$ cat config.mk
export PLATFORM = sky130hd
export DESIGN_NAME = instr_encode
export DESIGN_NICKNAME = d
export VERILOG_FILES = /design/src/rtl/instr_encode.sv
export SDC_FILE = /design/constraint.sdc
export NUM_CORES = 1
export LEC_CHECK = 0
export ABC_AREA = 1
export CORE_ASPECT_RATIO = 1.5
export CORE_UTILIZATION = 35
export DETAILED_ROUTE_END_ITERATION = 7
export PLACE_DENSITY_LB_ADDON = 0.25
export RECOVER_POWER = 25
export SYNTH_ARGS = -nofsm -noshare
export SYNTH_HDL_FRONTEND = slang
export SYNTH_SLANG_ARGS = --single-unit
$ cat constraint.sdc
create_clock -name clock -period 2.67 [get_ports clock]
set_clock_uncertainty 0.15 [all_clocks]
set_input_delay 0.267 -clock clock [delete_from_list [all_inputs] [get_ports clock]]
set_output_delay 0.267 -clock clock [all_outputs]
set_load 0.03 [all_outputs]
$ cat src/rtl/instr_encode.sv
// RV32I instruction encoder: packs a field bundle into a 32-bit word with
// immediate range checks, then queues {word, error} in a small output FIFO.
module instr_encode #(
    parameter int DEPTH = 2
) (
    input  logic        clock,
    input  logic        reset,
    input  logic        in_valid,
    output logic        in_ready,
    input  logic [2:0]  format,
    input  logic [6:0]  opcode,
    input  logic [2:0]  funct3,
    input  logic [6:0]  funct7,
    input  logic [4:0]  rs1,
    input  logic [4:0]  rs2,
    input  logic [4:0]  rd,
    input  logic [31:0] immediate,
    output logic        out_valid,
    input  logic        out_ready,
    output logic [31:0] out_instruction,
    output logic        out_error,
    output logic [15:0] encoded_count,
    output logic [15:0] error_count
);
    localparam int PW = (DEPTH > 1) ? $clog2(DEPTH) : 1;
    localparam int CW = $clog2(DEPTH + 1);
    localparam logic [31:0] NOP_WORD = 32'h0000_0013;

    typedef struct packed {
        logic [31:0] word;
        logic        err;
    } entry_t;

    logic [31:0] imm;
    logic [31:0] enc_word;
    logic        bad;
    entry_t      enc_entry;

    entry_t         mem [DEPTH];
    logic [PW-1:0]  wr_ptr, rd_ptr;
    logic [CW-1:0]  occupancy;
    logic           push, pop;
    entry_t         head;

    assign imm = immediate;

    // A sign-extended immediate fits when the bits above its top bit all
    // match that top bit; the range checks below compare imm[31:msb].
    always_comb begin
        enc_word = '0;
        bad      = 1'b0;
        case (format)
            3'd0: enc_word = {funct7, rs2, rs1, funct3, rd, opcode};
            3'd1: begin
                enc_word = {imm[11:0], rs1, funct3, rd, opcode};
                bad      = !((&imm[31:11]) || !(|imm[31:11]));
            end
            3'd2: begin
                enc_word = {imm[11:5], rs2, rs1, funct3, imm[4:0], opcode};
                bad      = !((&imm[31:11]) || !(|imm[31:11]));
            end
            3'd3: begin
                enc_word = {imm[12], imm[10:5], rs2, rs1, funct3, imm[4:1], imm[11], opcode};
                bad      = !((&imm[31:12]) || !(|imm[31:12])) || imm[0];
            end
            3'd4: begin
                enc_word = {imm[31:12], rd, opcode};
                bad      = |imm[11:0];
            end
            3'd5: begin
                enc_word = {imm[20], imm[10:1], imm[11], imm[19:12], rd, opcode};
                bad      = !((&imm[31:20]) || !(|imm[31:20])) || imm[0];
            end
            default: bad = 1'b1;
        endcase
        if (opcode[1:0] != 2'b11) bad = 1'b1;
        enc_entry.word = bad ? NOP_WORD : enc_word;
        enc_entry.err  = bad;
    end

    // in_ready looks only at registered occupancy, so a full FIFO blocks the
    // push even when a pop happens on the same edge.
    assign in_ready  = (occupancy < CW'(DEPTH)) && !reset;
    assign out_valid = (occupancy != '0);
    assign push      = in_valid && in_ready;
    assign pop       = out_valid && out_ready;
    assign head      = mem[rd_ptr];

    assign out_instruction = out_valid ? head.word : 32'h0;
    assign out_error       = out_valid ? head.err  : 1'b0;

    always_ff @(posedge clock) begin
        if (push) mem[wr_ptr] <= enc_entry;
    end

    always_ff @(posedge clock or posedge reset) begin
        if (reset) begin
            wr_ptr    <= '0;
            rd_ptr    <= '0;
            occupancy <= '0;
        end else begin
            if (push) wr_ptr <= (wr_ptr == PW'(DEPTH - 1)) ? '0 : wr_ptr + PW'(1);
            if (pop)  rd_ptr <= (rd_ptr == PW'(DEPTH - 1)) ? '0 : rd_ptr + PW'(1);
            case ({push, pop})
                2'b10:   occupancy <= occupancy + CW'(1);
                2'b01:   occupancy <= occupancy - CW'(1);
                default: occupancy <= occupancy;
            endcase
        end
    end

    always_ff @(posedge clock or posedge reset) begin
        if (reset) begin
            encoded_count <= '0;
            error_count   <= '0;
        end else if (pop) begin
            if (encoded_count != 16'hFFFF) encoded_count <= encoded_count + 16'd1;
            if (head.err && error_count != 16'hFFFF) error_count <= error_count + 16'd1;
        end
    end

endmodule

==> run metrics, run 1 <==
RR Startpoint encoded_count[0]; RSZ-0062 raised after global routing no; synth top area cells edfxtp_1 36%, dfrtp_1 16%, nand2_1 12%, nor2_1 4.1%, inv_1 4.1%; critical path fanouts, max 33; Post-DRT Antenna Nets 0; Post-route DRC 0; R2R setup slack 500 ps; clock root cell clkbuf_16; nets@finish 846; slowest CP cell clkdlybuf4s50_1; Yosys top cell area share 0.358; core region area 15300 sq um; CP Cell Sequence buf_4 -> nand2_1 -> a21oi_1 -> clkdlybuf4s50_1; DRT iter0 DRCs 189; final hold viol count 0; WL final 14.1 mm; Slew HR 0.396; share of cells above drive strength 1 0.138; Cell Pwr Density 853 nW/um^2; area delta synth->final 34.0%; synthesized area per cell 8.86 sq um; worst hold path type reg2reg; gr usage total 0.180; vias in the first global route 4861; Leakage 3.03 nW; worst slew pin tran 906 ps; worst endpoint data arrival time 2070 ps; routability cong. 1.00; Die H 156 um; met3 Use GR 0.0351; average wire per standard cell 14.5 um; Mapped Cells 624; Clock Sinks 102; Sum Neg Setup Slack 0 ps; drt pass-1 iters 4; hold path cells 1; Seq/Total Area, Yosys 0.521; met1 GRT Util 0.203; GRT met2 Usage 0.332; CTS H-tree depth 3; dpl ws 243 ps; endpoints failing setup 0; Post-CTS Resized 0; total via count in the routed design 4691; CTS Buf Count 9; slowest stage delay, CP 730 ps; Min Clock Period, post-route 2480 ps; PortBufs 137; Critical Path Sink Type primary output; CP startpoint kind flop; f_max 0.403 GHz; Die Footprint 16300 sq um; Worst EP required 2250 ps; Max IR drop VDD 463 uV; period utilization 0.930; Pwr Total 6.32 mW; antenna violations before repair 0; WS Path Type reg2out; first-pass GRT wire length 23.2 mm; final number of max-transition violations 0; max cap viols 0; Hold-fix buffers, CTS 0; CTS tree done; Post-CTS Setup Bufs 0; Max Buffers Root-to-Sink 2; # diodes 0; fin cells 976; clk slew on worst S/H paths 70 ps; HPWL after DPL 10.7 mm; vias per inst 4.81; Ys Warns 0; num rows 55; worst r2r path cells 8; GRT Residual Overflow 0; hold_sp encoded_count[7]; Synth Cell Area 5530 sq um; clock latency on the worst-skew pair 340 ps; outcome completed; Die W 105 um; post-synth cell types 43; critical path launch point rd_ptr; fin worst setup slack 187 ps; dpl cells 960; Initial Util 0.362; Synth Register Bits 102; largest net degree at the start of global routing 37; IO Pins 138; leading area contributor after synthesis edfxtp_1; global-route layer with the greatest usage met2
==> layout by cell type, fill, tap and decap left out, drive strengths merged <==
cell type and count:
nand2 181, clkdlybuf4s50 93, nor2 88, inv 68, edfxtp 66, a21oi 38, dfrtp 36, buf 35
dlygate4sd3 23, nand3 23, o21ai 23, xor2 21, nor3 18, clkbuf 11, a22o 9, xnor2 8
a221oi 8, clkinv 5, nand4 4, conb 4, a22oi 3, ha 3, nand3b 2, o22ai 2
a211oi 2, clkinvlp 2, mux2i 1
==> final timing paths <==
| path | endpoint |
|---|---|
| min in group asynchronous | error_count[13] |
| max | out_instruction[11] |
| min | encoded_count[7] |
| max in group asynchronous | encoded_count[0] |
| max reg2reg | encoded_count[5] |
| min reg2reg | encoded_count[7] |
==> synthesized netlist by cell type, drive strengths merged <==
library cell and n:
nand2 181, nor2 88, inv 68, edfxtp 66, a21oi 38, dfrtp 36
nand3 23, o21ai 23, xor2 21, nor3 18, buf 11, a22o 9
a221oi 8, xnor2 8, clkbuf 7, nand4 4, a22oi 3, ha 3
a211oi 2, nand3b 2, o22ai 2, clkinv 1, conb 1, mux2i 1
==> cells by family (layout without fill, tap and decap cells) <==
group,count (synthesis),after routing,synth area share
AOI/OAI and AO/OA,85,85,0.0977
muxes,1,1,0.00181
other,1,4,0.000678
xor gates and xnor gates,29,29,0.0459
DFF,102,102,0.521
adders and majority gates,3,3,0.00679
and+or+nand+nor,316,316,0.256
buffers and inverters,87,237,0.0697
==> power by group <==
part	switching, mW	internal, mW	total [mW]
clock	0.572	0.638	1.21
sequential	0.183	1.95	2.13
combinational	1.91	1.08	2.98
total	2.66	3.66	6.32
==> worst max-delay path, delay by kind of cell, from the launching register on <==
family,cells,cell delay (ps)
buffers and inverters,2,1090
DFF,1,350
AOI/OAI and AO/OA,1,190
and+or+nand+nor,1,90
==> metal layers <==
metal | part of all wire | vias to the layer above | wire (um)
met4 | 0.023 | 0 | 329
met5 | 0 | - | 0
met3 | 0.055 | 25 | 780
met1 | 0.40 | 2171 | 5650
li1 | - | 2332 | -
met2 | 0.52 | 163 | 7350
==> registers in the layout, summed over array words and instances (netlist names) <==
signal and count:
error_count 16, wr_ptr 1, rd_ptr 1, mem 66
encoded_count 16, occupancy 2
==> through the flow <==
stage	utilization	hold WS [ps]	instance area, sq um
2_1_floorplan	-	284	5540
5_1_grt	0.485	384	7410
3_5_place_dp	0.468	359	7160
6_report	0.485	361	7410
4_1_cts	0.487	244	7430
3_3_place_gp	0.468	352	7160
==> final cells by class <==
| class | instances | area (sq um) |
|---|---|---|
| multi-input cells | 438 | 2270 |
| repair buffers | 152 | 1470 |
| fillers | 1501 | 7870 |
| flip-flops and latches | 102 | 2880 |
| clock inverters | 6 | 47.5 |
| inverters | 69 | 267 |
| well taps | 199 | 249 |
| clock buffers | 10 | 229 |
Note: power is estimated with default switching activity, not from simulation.
==> inputs of run 2 (changes only) <==
PLACE_DENSITY_LB_ADDON = unset   (was 0.25)
==> run metrics, run 2 (synthesis gave the netlist of run 1 again) <==
worst hold path type in2async (was reg2reg); worst r2r path cells 8 (unchanged); CTS Buf Count 9 (unchanged); total via count in the routed design 4708 (was 4691); Worst EP required 2250 ps (about the same); outcome completed (unchanged); worst endpoint data arrival time 2080 ps (was 2070 ps); endpoints failing setup 0 (unchanged); drt pass-1 iters 5 (was 4); fin cells 972 (was 976); final number of max-transition violations 0 (unchanged); commonest non-fill, non-tap cell in the layout nand2_1 (unchanged); nets@finish 842 (was 846); Slew HR 0.557 (was 0.396); dpl cells 956 (was 960); DRT iter0 DRCs 190 (was 189); gr usage total 0.181 (was 0.180); area delta synth->final 33.1% (was 34.0%); GRT Residual Overflow 0 (unchanged); WL final 14.1 mm (about the same); antenna violations before repair 0 (unchanged); # diodes 0 (unchanged); RSZ-0062 raised after global routing no (unchanged); clock root cell clkbuf_16 (unchanged); CTS tree done (unchanged); routability cong. 0.999 (was 1.00); first-pass GRT wire length 23.3 mm (was 23.2 mm); Post-CTS Setup Bufs 0 (unchanged); CP startpoint kind flop (unchanged); Die H 156 um (unchanged); max FFs per register 66 (unchanged); worst r2r dst encoded_count[2] (was encoded_count[5]); clock latency on the worst-skew pair 340 ps (about the same); f_max 0.400 GHz (was 0.403 GHz); vias in the first global route 4799 (was 4861); Leakage 3.00 nW (was 3.03 nW); max cap viols 0 (unchanged); IO Pins 138 (unchanged); Cell Pwr Density 864 nW/um^2 (was 853 nW/um^2); share of cells above drive strength 1 0.128 (was 0.138); critical path fanouts, max 33 (unchanged); Die W 105 um (unchanged); period utilization 0.937 (was 0.930); Post-route DRC 0 (unchanged); Post-DRT Antenna Nets 0 (unchanged); commonest cells after routing, fill and taps aside 177 x nand2_1, 96 x clkdlybuf4s50_1, 66 x edfxtp_1 (was 177 x nand2_1, 93 x clkdlybuf4s50_1, 66 x edfxtp_1); Die Footprint 16300 sq um (unchanged); Critical Path Sink Type primary output (unchanged); PortBufs 137 (unchanged); Clock Sinks 102 (unchanged); clk slew on worst S/H paths 70 ps (about the same); fin worst setup slack 169 ps (was 187 ps); CTS H-tree depth 3 (unchanged); vias per inst 4.84 (was 4.81); dpl ws 129 ps (was 243 ps); HPWL after DPL 10.6 mm (was 10.7 mm); Min Clock Period, post-route 2500 ps (was 2480 ps); Biggest register mem (unchanged); Initial Util 0.362 (unchanged); Max Buffers Root-to-Sink 2 (unchanged); R2R setup slack 440 ps (was 500 ps); Max IR drop VDD 398 uV (was 463 uV); Hold-fix buffers, CTS 0 (unchanged); worst slew pin tran 664 ps (was 906 ps); RR Startpoint encoded_count[1] (was encoded_count[0]); average wire per standard cell 14.6 um (was 14.5 um); WS Path Type reg2out (unchanged); final hold viol count 0 (unchanged); core region area 15300 sq um (unchanged); Largest regs mem: 66 flops, encoded_count: 16 flops, error_count: 16 flops (unchanged); Post-CTS Resized 0 (unchanged); largest net degree at the start of global routing 34 (was 37); num rows 55 (unchanged)
## run 2: cell types whose count changed in the layout (fill, tap and decap cells not counted), moves of 2 or more
cell,previous run,this run
buf_12,3,1
buf_4,32,28
clkbuf_1,1,3
clkdlybuf4s50_1,93,96
clkinv_4,3,1
dlygate4sd3_1,23,21
## run 2: through the flow
step / total power [mW] / area (sq um) / TNS (ps) / utilization / hold WS [ps]
finish: 6.36 / 7360 / 0 / 0.482 / 282
global route: 6.74 / 7360 / 0 / 0.482 / 346
CTS: 6.51 / 7400 / 0 / 0.484 / 180
detailed placement: 5.20 / 7100 / 0 / 0.465 / 362
global placement: 5.16 / 7100 / 0 / 0.465 / 355
floorplan: 3.99 / 5540 / -29540 / - / 284
## run 2: worst max-delay path by stage
stage,from,end,slack (ps)
floorplan,occupancy[1],mem[0][0],-450
global placement,format[1],mem[1][16],70
detailed placement,format[1],mem[0][16],130
CTS,rd_ptr,out_instruction[11],130
global route,rd_ptr,out_instruction[11],20
finish,rd_ptr,out_instruction[12],170
## run 2: power by group
| group | switching (mW) | total, mW | internal [mW] |
|---|---|---|---|
| Combinational | 1.90 | 2.93 | 1.04 |
| Sequential | 0.184 | 2.13 | 1.95 |
| Clock | 0.572 | 1.30 | 0.725 |
| Total | 2.65 | 6.36 | 3.71 |
## run 2: metal layers
metal / routed length [um] / up-vias / global-route usage
met5: 0 / - / 0
met4: 268 / 0 / 0.0557
met3: 814 / 19 / 0.0347
met2: 7520 / 161 / 0.349
met1: 5540 / 2192 / 0.197
li1: - / 2336 / -
## run 2: layout make-up
class,count,area [sq um]
clock inverter,6,63.8
inverter,69,267
multi-input combinational,438,2260
fill,1481,7920
sequential,102,2880
clock buffer,10,229
timing repair buffer,148,1410
tap,199,249
## run 2: worst max-delay path, stage by stage, from the launching register on
cell and delay (ps):
dfrtp_1 390, clkinv_1 50, buf_4 340, nand2_1 90
a21oi_1 150, clkdlybuf4s50_1 720
==> inputs of run 3 (changes only) <==
--- a/config.mk
+++ b/config.mk
@@ -10,4 +10,6 @@
 export CORE_UTILIZATION = 35
 export DETAILED_ROUTE_END_ITERATION = 7
+export GPL_ROUTABILITY_DRIVEN = 0
+export GPL_TIMING_DRIVEN = 0
 export RECOVER_POWER = 25
 export SYNTH_ARGS = -nofsm -noshare
--- a/constraint.sdc
+++ b/constraint.sdc
@@ -3,3 +3,3 @@
 set_input_delay 0.267 -clock clock [delete_from_list [all_inputs] [get_ports clock]]
 set_output_delay 0.267 -clock clock [all_outputs]
-set_load 0.03 [all_outputs]
+set_load 0.02 [all_outputs]
==> run metrics, run 3 (synthesis gave the netlist of run 1 again) <==
CTS H-tree depth 3 (unchanged); max FFs per register 66 (unchanged); HPWL after DPL 10.9 mm (was 10.6 mm); clock latency on the worst-skew pair 350 ps (was 340 ps); Post-CTS Setup Bufs 0 (unchanged); CP startpoint kind flop (unchanged); PortBufs 136 (was 137); endpoints failing setup 0 (unchanged); num rows 55 (unchanged); clock root cell clkbuf_16 (unchanged); # diodes 0 (unchanged); WS Path Type reg2out (unchanged); Clock Sinks 102 (unchanged); final hold viol count 0 (unchanged); gr usage total 0.176 (was 0.181); drt pass-1 iters 4 (was 5); first-pass GRT wire length 22.7 mm (was 23.3 mm); Pwr Total 6.40 mW (was 6.36 mW); Min Clock Period, post-route 2520 ps (was 2500 ps); critical path fanouts, max 10 (was 33); GRT Residual Overflow 0 (unchanged); RSZ-0062 raised after global routing no (unchanged); Cell Pwr Density 841 nW/um^2 (was 864 nW/um^2); Die H 156 um (unchanged); worst endpoint data arrival time 2100 ps (was 2080 ps); antenna violations before repair 0 (unchanged); Post-DRT Antenna Nets 0 (unchanged); fillers 1461 (was 1481); vias per inst 4.88 (was 4.84); Slew HR 0.0603 (was 0.557); nets@finish 850 (was 842); Sum Neg Setup Slack 0 ps (unchanged); Die Footprint 16300 sq um (unchanged); WL final 13.9 mm (was 14.1 mm); DRT iter0 DRCs 152 (was 190); Max IR drop VDD 438 uV (was 398 uV); Leakage 3.27 nW (was 3.00 nW); Largest regs mem: 66 flops, encoded_count: 16 flops, error_count: 16 flops (unchanged); Initial Util 0.362 (unchanged); CTS tree done (unchanged); Die W 105 um (unchanged); outcome completed (unchanged); IO Pins 138 (unchanged); Worst EP required 2250 ps (about the same); Reg area 2880 sq um (unchanged); max cap viols 0 (unchanged); final number of max-transition violations 0 (unchanged); Multi-input gate area 2270 sq um (was 2260 sq um); period utilization 0.943 (was 0.937); f_max 0.397 GHz (was 0.400 GHz); largest net degree at the start of global routing 37 (was 34); commonest cells after routing, fill and taps aside 176 x nand2_1, 107 x clkdlybuf4s50_1, 66 x edfxtp_1 (was 177 x nand2_1, 96 x clkdlybuf4s50_1, 66 x edfxtp_1); average wire per standard cell 14.2 um (was 14.6 um); Post-route DRC 0 (unchanged); worst slew pin tran 1410 ps (was 664 ps); vias in the first global route 4739 (was 4799); core region area 15300 sq um (unchanged); commonest non-fill, non-tap cell in the layout nand2_1 (unchanged); Max Buffers Root-to-Sink 2 (unchanged); Biggest register mem (unchanged); share of cells above drive strength 1 0.122 (was 0.128); worst hold path type in2reg (was in2async); Critical Path Sink Type primary output (unchanged); clk slew on worst S/H paths 70 ps (about the same); CTS Buf Count 9 (unchanged); area delta synth->final 37.6% (was 33.1%); total via count in the routed design 4782 (was 4708)
## run 3: cell count changes in the layout (fill, tap and decap cells not counted), moves of 6 or more
| cell | previous run | this run |
|---|---|---|
| buf_4 | 28 | 1 |
| clkbuf_2 | 0 | 6 |
| clkdlybuf4s50_1 | 96 | 107 |
| dlygate4sd3_1 | 21 | 11 |
| dlymetal6s2s_1 | 0 | 17 |
| buf_6 | 0 | 6 |
## run 3: cell type report
class                   instances  area share
plain buffers                  18      0.0174
clock inverters                 7      0.0164
multi-input cells             438       0.299
inverters                      69      0.0350
clock buffers                   9      0.0296
repair buffers                138       0.191
flip-flops and latches        102       0.379
well taps                     199      0.0327
## run 3: repair_timing
| action | in CTS | in global routing |
|---|---|---|
| resized for setup | 7 | 25 |
| endpoints found under the setup margin | 30 | 27 |
| hold buffers | 0 | 0 |
## run 3: metal layers
layer,GRT usage,part of all wire,vias up
li1,-,-,2357
met1,0.190,0.39,2253
met2,0.330,0.53,145
met3,0.0372,0.050,27
met4,0.0751,0.028,0
met5,0,0,-
## run 3: where the power goes
part	switching, mW	internal, mW
clock network	0.593	0.928
logic	1.61	1.13
registers	0.193	1.94
total	2.40	4.01
## run 3: worst paths after layout
path | slack (ps) | startpoint | to | depth (start not counted)
hold / removal | 350 | format[2] | mem[1][13] | 5
setup / recovery | 150 | rd_ptr | out_instruction[3] | 6
max in group asynchronous | 890 | reset | encoded_count[4] | 2
hold reg to reg | 370 | encoded_count[7] | encoded_count[7] | 1
setup reg to reg | 300 | occupancy[1] | mem[1][16] | 4
min in group asynchronous | 660 | reset | error_count[0] | 2
## run 3: worst max-delay path, cell delays in order (launching register included)
cell and delay (ps):
dfrtp_1 350, buf_2 170, clkinv_1 150, buf_2 240, nand2_1 70, a21oi_1 150
clkdlybuf4s50_1 620
## run 3: metrics by stage
stage,area [sq um],setup WS (ps),instances,hold slack (ps),util
2_1_floorplan,5540,-286,627,284,-
3_3_place_gp,7150,-1120,962,351,0.468
3_5_place_dp,7220,228,964,368,0.473
4_1_cts,7580,11.8,980,281,0.496
5_1_grt,7610,6.17,980,385,0.498
6_report,7610,153,980,347,0.498
